**src/rtl/fifo_pkg.sv**
```systemverilog
// Shared helpers and types for the parametrised synchronous FIFO.
// Width functions, a power-of-two test for elaboration checks, and the flag bundle.
package fifo_pkg;

    function automatic int ptr_w(input int depth);
        return (depth <= 2) ? 1 : $clog2(depth);
    endfunction

    function automatic int cnt_w(input int depth);
        return $clog2(depth + 1);
    endfunction

    function automatic bit is_pow2(input int value);
        return (value > 0) && ((value & (value - 1)) == 0);
    endfunction

    typedef struct packed {
        logic full;
        logic empty;
        logic almost_full;
        logic almost_empty;
    } fifo_flags_t;

    localparam fifo_flags_t FLAGS_CLEAR = '{
        full:         1'b0,
        empty:        1'b1,
        almost_full:  1'b0,
        almost_empty: 1'b1
    };

endpackage

```
**src/rtl/fifo_mem_2p.sv**
```systemverilog
// Simple dual-port storage array: one synchronous write port and one
// synchronous read port with a registered output; contents are never reset.
module fifo_mem_2p #(
    parameter int DATA_W = 8,
    parameter int DEPTH  = 8,
    parameter int ADDR_W = 3
) (
    input  logic              clk,
    input  logic              we,
    input  logic [ADDR_W-1:0] waddr,
    input  logic [DATA_W-1:0] wdata,
    input  logic              re,
    input  logic [ADDR_W-1:0] raddr,
    output logic [DATA_W-1:0] rdata
);

    logic [DATA_W-1:0] mem_reg [DEPTH];
    logic [DATA_W-1:0] rdata_reg;

    always_ff @(posedge clk) begin
        if (we) begin
            mem_reg[waddr] <= wdata;
        end
    end

    always_ff @(posedge clk) begin
        if (re) begin
            rdata_reg <= mem_reg[raddr];
        end
    end

    assign rdata = rdata_reg;

endmodule

```
**src/rtl/sync_fifo_param.sv**
```systemverilog
// Parametrised single-clock FIFO with occupancy count, full/empty/almost flags,
// overflow/underflow pulses and a synchronous flush.
module sync_fifo_param
    import fifo_pkg::*;
#(
    parameter int DATA_W   = 8,
    parameter int DEPTH    = 8,
    parameter int AF_LEVEL = 6,
    parameter int AE_LEVEL = 2
) (
    input  logic                      clk,
    input  logic                      reset_n,
    input  logic                      flush,
    input  logic                      write_enable,
    input  logic [DATA_W-1:0]         data_in,
    input  logic                      read_enable,
    output logic [DATA_W-1:0]         data_out,
    output logic                      full,
    output logic                      empty,
    output logic                      almost_full,
    output logic                      almost_empty,
    output logic [cnt_w(DEPTH)-1:0]   count,
    output logic                      overflow,
    output logic                      underflow
);

    localparam int PW = ptr_w(DEPTH);
    localparam int CW = cnt_w(DEPTH);

    if (DATA_W < 1) begin : g_bad_width
        $error("sync_fifo_param: DATA_W must be at least 1");
    end
    if (!is_pow2(DEPTH) || (DEPTH < 2)) begin : g_bad_depth
        $error("sync_fifo_param: DEPTH must be a power of two and at least 2");
    end
    if ((AF_LEVEL < 1) || (AF_LEVEL > DEPTH)) begin : g_bad_af
        $error("sync_fifo_param: AF_LEVEL must lie in 1..DEPTH");
    end
    if ((AE_LEVEL < 0) || (AE_LEVEL >= DEPTH)) begin : g_bad_ae
        $error("sync_fifo_param: AE_LEVEL must lie in 0..DEPTH-1");
    end

    logic [PW-1:0]     wr_ptr_reg, wr_ptr_next;
    logic [PW-1:0]     rd_ptr_reg, rd_ptr_next;
    logic [CW-1:0]     count_reg, count_next;
    fifo_flags_t       flags_reg, flags_next;
    logic              overflow_reg, overflow_next;
    logic              underflow_reg, underflow_next;
    logic              out_valid_reg;
    logic              wr_acc;
    logic              rd_acc;
    logic [DATA_W-1:0] mem_rdata;

    // Acceptance is decided from the flags registered at the start of the cycle,
    // so a full FIFO can still drain while the same-cycle write is rejected.
    always_comb begin
        wr_acc         = 1'b0;
        rd_acc         = 1'b0;
        overflow_next  = 1'b0;
        underflow_next = 1'b0;
        if (!flush) begin
            wr_acc         = write_enable && !flags_reg.full;
            rd_acc         = read_enable  && !flags_reg.empty;
            overflow_next  = write_enable && flags_reg.full;
            underflow_next = read_enable  && flags_reg.empty;
        end
    end

    always_comb begin
        wr_ptr_next = wr_ptr_reg;
        rd_ptr_next = rd_ptr_reg;
        count_next  = count_reg;
        if (flush) begin
            wr_ptr_next = '0;
            rd_ptr_next = '0;
            count_next  = '0;
        end else begin
            if (wr_acc) begin
                wr_ptr_next = wr_ptr_reg + PW'(1);
            end
            if (rd_acc) begin
                rd_ptr_next = rd_ptr_reg + PW'(1);
            end
            count_next = count_reg + CW'(wr_acc) - CW'(rd_acc);
        end
    end

    always_comb begin
        flags_next              = FLAGS_CLEAR;
        flags_next.full         = (count_next == CW'(DEPTH));
        flags_next.empty        = (count_next == '0);
        flags_next.almost_full  = (int'(count_next) >= AF_LEVEL);
        flags_next.almost_empty = (int'(count_next) <= AE_LEVEL);
    end

    always_ff @(posedge clk or negedge reset_n) begin
        if (!reset_n) begin
            wr_ptr_reg    <= '0;
            rd_ptr_reg    <= '0;
            count_reg     <= '0;
            flags_reg     <= FLAGS_CLEAR;
            overflow_reg  <= 1'b0;
            underflow_reg <= 1'b0;
        end else begin
            wr_ptr_reg    <= wr_ptr_next;
            rd_ptr_reg    <= rd_ptr_next;
            count_reg     <= count_next;
            flags_reg     <= flags_next;
            overflow_reg  <= overflow_next;
            underflow_reg <= underflow_next;
        end
    end

    // The storage output has no reset; this bit forces data_out to zero until
    // the first accepted read after reset has loaded real data.
    always_ff @(posedge clk or negedge reset_n) begin
        if (!reset_n) begin
            out_valid_reg <= 1'b0;
        end else if (rd_acc) begin
            out_valid_reg <= 1'b1;
        end
    end

    fifo_mem_2p #(
        .DATA_W (DATA_W),
        .DEPTH  (DEPTH),
        .ADDR_W (PW)
    ) u_mem (
        .clk   (clk),
        .we    (wr_acc),
        .waddr (wr_ptr_reg),
        .wdata (data_in),
        .re    (rd_acc),
        .raddr (rd_ptr_reg),
        .rdata (mem_rdata)
    );

    assign data_out     = out_valid_reg ? mem_rdata : '0;
    assign full         = flags_reg.full;
    assign empty        = flags_reg.empty;
    assign almost_full  = flags_reg.almost_full;
    assign almost_empty = flags_reg.almost_empty;
    assign count        = count_reg;
    assign overflow     = overflow_reg;
    assign underflow    = underflow_reg;

endmodule

```
**config.mk**
```make
export PLATFORM = sky130hd
export DESIGN_NAME = sync_fifo_param
export DESIGN_NICKNAME = d
export VERILOG_FILES = /design/src/rtl/fifo_pkg.sv /design/src/rtl/fifo_mem_2p.sv /design/src/rtl/sync_fifo_param.sv
export SDC_FILE = /design/constraint.sdc
export NUM_CORES = 1
export LEC_CHECK = 0
export CAP_MARGIN = 15
export CORE_MARGIN = 2
export CORE_UTILIZATION = 60
export CTS_CLUSTER_DIAMETER = 80
export DETAILED_ROUTE_END_ITERATION = 10
export PLACE_DENSITY = 0.92
export SETUP_SLACK_MARGIN = 0.05
export SLEW_MARGIN = 15
export SYNTH_ARGS = -nofsm -noshare
export SYNTH_HDL_FRONTEND = slang
export SYNTH_HIERARCHICAL = 1
export SYNTH_SLANG_ARGS = --single-unit
```
**constraint.sdc**
```tcl
create_clock -name clk -period 5.2 [get_ports clk]
set_input_delay 1.04 -clock clk [delete_from_list [all_inputs] [get_ports clk]]
set_output_delay 1.04 -clock clk [all_outputs]
set_load 0.03 [all_outputs]
```
======== Word-level counts from Yosys, hierarchy flattened ========
Memory sizes are Yosys's and may differ from the RTL's. A register that Yosys moved wholly into a read port is not among the register bits.
Cells that the tools add are included.
word-level totals
  flip-flop bits (word level) ............. 17
  bits in writable memories ............... 64
  input port bits ......................... 13
  output and inout port bits .............. 18
  word-level logic and storage cells ...... 39
  memories kept ........................... 1
operators by class
  $add $sub $neg .......................... 4
  $lt $le $gt $ge ......................... 2
  equal/unequal tests ..................... 1
  muxes and demuxes ....................... 12
  reductions and logical operators ........ 9
memories
  name           words  bits a word  rd ports  clocked after Yosys merged registers in  wr ports  RTL line           text
  u_mem.mem_reg  8      8            1         1                                        1         fifo_mem_2p.sv:17  logic [DATA_W-1:0] mem_reg [DEPTH];
operator list
  operator                                                        count
  two-way mux 3 bit                                               4
  two-way mux 8 bit                                               1
  adder 3 x 1 -> 3 bit, second input constant                     2
  two-way mux 1 bit                                               6
  adder 4 x 1 -> 4 bit                                            1
  == test 4 bit, second input constant                            1
  >= comparator 4 x 3 -> 1 bit, second input constant             1
  less-or-equal comparator 4 x 2 -> 1 bit, second input constant  1
  logical AND 1 bit                                               4
  zero test 4 bit                                                 1
  two-way mux 4 bit                                               1
  nonzero test 2 bit                                              2
  subtractor 4 x 1 -> 4 bit                                       1
  zero test 1 bit                                                 2

======== Depth between registers and ports, before layout ========
  depth in word-level cells ............... 7
  depth in mapped cells ................... 10
  depth with buffers taken out ............ 10

======== Hierarchy ========
Netlist, hierarchy kept.
modules (own cells, without submodules)
  module           instances  cells an instance  area an instance (µm²)  sequential area each (µm²)
  fifo_mem_2p      1          114                2,771.4                 2,162.1
  sync_fifo_param  1          80                 858.3                   427.9

======== Worst setup path after synthesis ========
Ideal clock, no wire load.
  path type ............................... input -> register
  start point ............................. input flush
  end point ............................... register flags_reg, in the netlist almost_full
  setup time .............................. 0.078 ns
  arrival time ............................ 3.175 ns
  required time ........................... 5.122 ns
  setup slack ............................. 1.947 ns
  stages .................................. 10
  buffers on the path ..................... 1
  cell sequence ........................... clkbuf_1 -> nor2_1 -> ha_1 -> inv_1 -> ha_1 -> inv_1 -> fa_1 -> xor2_1 -> or2_2 -> a21oi_1
RTL lines
  item                  RTL line                text
  from (decl)           sync_fifo_param.sv:13   input logic flush,
  to (signal assigned)  sync_fifo_param.sv:108  flags_reg <= flags_next;
  to (decl)             sync_fifo_param.sv:46   fifo_flags_t flags_reg, flags_next;

==> implementation parameters <==
Parameter                              Value

Critical path
  FF-to-FF path depth    10
  Endpoint of the worst-slack reg-to-reg timing path    almost_full
  Worst-case register-to-register setup slack    ~2.3 ns
  Crit-path max FO    10
  Critical path launch point type    input port
  Required time at the endpoint of the critical path    5.48 ns
  Setup Crit Path Kind    input port to flip-flop
  Endpoint arrival time on the critical path    3.95 ns
  Cell at the slowest stage of the critical path    sky130_fd_sc_hd__nor2_1
  Endpoint kind of the worst setup timing path    flip-flop
  Startpoint of the lowest-slack register-to-register path    empty
  Critical path cell sequence    clkdlybuf4s50_1 > nand2b_1 > nor2_1 > ha_1 > inv_1 > ha_1 > inv_1 > fa_1 > xor2_1 > or2_2 > a21oi_1
  Delay of the slowest cell on the worst path    0.59 ns

Placed design
  Pre-CTS WS    roughly 1.2 ns
  Routability cong.    0.863
  DPL Wire Length    3870 µm
  Port bufs    30
  Placed insts    295

Outcome
  Status    finished, final reports clean

Logic synthesis
  Portion of the post-synthesis area used by sequential elements    0.714
  Cell area after synthesis    3630 µm²
  Area share of xor/xnor cells in the synthesized design    0.0210
  Number of nets produced by synthesis    214
  Commonest register cell after synthesis    sky130_fd_sc_hd__edfxtp_1
  Average instance area after synthesis    18.7 µm²
  Cell variety after synth    33
  Arithmetic-cell share of the synthesized area counting full adders, half adders and majority gates    0.0262
  Flip-flop and latch count after synthesis    89
  Post-Synthesis Cells    194
  Main combinational cell family by area after synthesis    multiplexers
  Number of warning messages in the yosys log    6
  Number of synthesized flops with an enable pin    72
  Simple-gate portion of the synthesized area    0.0617
  Compound-cell area share of the yosys netlist    0.0110
  Async set-or-reset flop fraction in the synthesized netlist    0.191
  Multiplexer fraction of the synthesized cell area    0.145

Cells and area
  Antenna diode instance count    0
  Synthesis-to-finish area growth    15.2%
  Count of fill cells added during filler insertion    roughly 350
  Count of nets after finishing    roughly 250
  Flip-flop count of the largest register, all copies and words added    64
  Most common cell after layout, fill and taps aside    sky130_fd_sc_hd__edfxtp_1
  Most frequent cells in the layout    72 x sky130_fd_sc_hd__edfxtp_1, 30 x sky130_fd_sc_hd__clkdlybuf4s50_1, 19 x sky130_fd_sc_hd__nor2_1, 15 x sky130_fd_sc_hd__dfrtp_1, 15 x sky130_fd_sc_hd__mux4_1
  Share of final-layout standard cells stronger than drive strength 1    0.148
  Number of cells in the finished layout apart from fillers    about 310

Timing
  Hold violation total from the final report    0
  Final worst clock skew    0.00760 ns
  Fin crit share    0.706
  Pin slew with the least headroom to its limit    0.951 ns
  Worst hold margin    approximately 0.52 ns
  Setup repair after global routing missed its margin    no
  Fin Setup TNS    0 ns
  Final max-slew violation count    0
  Worst setup margin    1.53 ns
  Setup violators final    0
  Max transition margin    0.366
  Maximum clock frequency    between 200 and 300 MHz
  Crit path time final    3.67 ns

Floorplanning
  Ports    31
  DIE HEIGHT    roughly 82 µm
  Initial Util    0.617
  Die Wd    81.8 µm
  Full die area    between 6000 and 7000 µm²
  Standard-cell rows    28
  Placeable Area    5890 µm²

Drt
  Routed Antenna Nets    0
  First DRT Iteration DRCs    ~190
  Routed Wire Length    6010 µm
  DRC violations left    0
  Wire per inst    roughly 19 µm
  Detailed-route via count    1788
  Mean number of vias per cell    about 5.7
  Number of detailed-route iterations in the first pass    4

Global routing
  Combined global-route utilization of all metal layers    0.202
  Via count of the first global-routing pass    1762
  First-pass GRT wire length    9340 µm
  Pin count of the biggest net entering global routing    19
  Initial antenna violation count    0
  Aggregate global routing overflow    0

Worst hold path
  Hold Crit Start    empty
  Number of stages on the worst hold path    2
  Worst hold path type    flip-flop to flip-flop
  Capture endpoint of the worst hold path    underflow

CTS
  Clock root cell    sky130_fd_sc_hd__clkbuf_8
  Post_cts resized    0
  Post-CTS Setup Inserts    0
  Max Buffers Root-to-Sink    2
  H-Tree Depth    3
  Clock slew at the register clock pins of the worst setup and hold paths    about 0.09 ns
  Number of hold buffers added after cts    0
  CTS Sinks    89
  CTS tree    done
  Source-to-sink clock delay at the later pin of the worst-skew pair    0.35 ns
  Total clock buffers created by CTS    9

Power and ir drop
  Pwr Density    424 nW/µm²
  Total leakage power    between 1 and 1.5 nW
  Highest ir drop seen on vdd    0.260 mV
  Final Power    about 1.8 mW

Job
  Number of max-cap violations    0
[synthesized netlist by cell type (3+ instances only)]
master,n,area [µm²]
sky130_fd_sc_hd__nand2_1,5,18.8
sky130_fd_sc_hd__mux2_2,8,90.1
sky130_fd_sc_hd__dfrtp_1,15,375
sky130_fd_sc_hd__edfxtp_1,72,2160
sky130_fd_sc_hd__nand2b_1,6,37.5
sky130_fd_sc_hd__mux4_1,15,394
sky130_fd_sc_hd__and2_1,8,50.1
sky130_fd_sc_hd__inv_1,7,26.3
sky130_fd_sc_hd__clkbuf_1,3,11.3
sky130_fd_sc_hd__xor2_1,4,35.0
sky130_fd_sc_hd__nor2_1,19,71.3
sky130_fd_sc_hd__ha_1,6,75.1
sky130_fd_sc_hd__nor3_1,3,15.0
[area by class of cell]
cell class / instances / area [µm²] / share of cell area
Multi-Input combinational cell: 91 / 962 / 0.230
Inverter: 7 / 26.3 / 0.00628
Clock buffer: 9 / 124 / 0.0296
Sequential cell: 89 / 2590 / 0.619
Timing Repair Buffer: 33 / 323 / 0.0772
Tap cell: 75 / 93.8 / 0.0224
Clock inverter: 7 / 62.6 / 0.0150
[stage by stage]
stage           util  area [µm²]
2_1_floorplan      -        3630
3_3_place_gp   0.679        4000
6_report       0.710        4180
4_1_cts        0.710        4180
3_5_place_dp   0.679        4000
5_1_grt        0.710        4180
[metal layers]
layer | GRT usage | vias up | part of all wire
met5 | 0 | - | 0
li1 | - | 817 | -
met3 | 0.0495 | 6 | 0.065
met2 | 0.327 | 71 | 0.52
met1 | 0.271 | 894 | 0.41
met4 | 0.0700 | 0 | 0.010
[cell families after synthesis]
group,count (synthesis)
AOI/OAI and AO/OA,5
buffers and inverters,14
and+or+nand+nor,46
muxes,26
xor gates and xnor gates,7
DFF,89
adders and majority gates,7
[worst max path at each step]
| stage | to | cells past startpoint | slack [ns] | from |
|---|---|---|---|---|
| floorplan | almost_full | 10 | 1.95 | flush |
| global placement | almost_full | 11 | 1.35 | read_enable |
| detailed placement | almost_full | 11 | 1.16 | read_enable |
| CTS | almost_full | 11 | 1.52 | read_enable |
| global route | almost_full | 11 | 1.40 | read_enable |
| finish | almost_full | 11 | 1.53 | read_enable |
[critical path, delay by kind of cell]
| family | cells | cell delay [ns] |
|---|---|---|
| xor gates and xnor gates | 1 | 0.20 |
| AOI/OAI and AO/OA | 1 | 0.16 |
| adders and majority gates | 3 | 0.89 |
| and+or+nand+nor | 3 | 1.01 |
| buffers and inverters | 3 | 0.62 |
[report_power, final]
group          internal, mW  total [mW]  switching [mW]  leakage, nW
clock                 0.184       0.435           0.252       0.0976
combinational         0.212       0.443           0.231        0.512
sequential            0.840       0.896          0.0559        0.870
No activity file was read; power rests on OpenSTA's default activity.
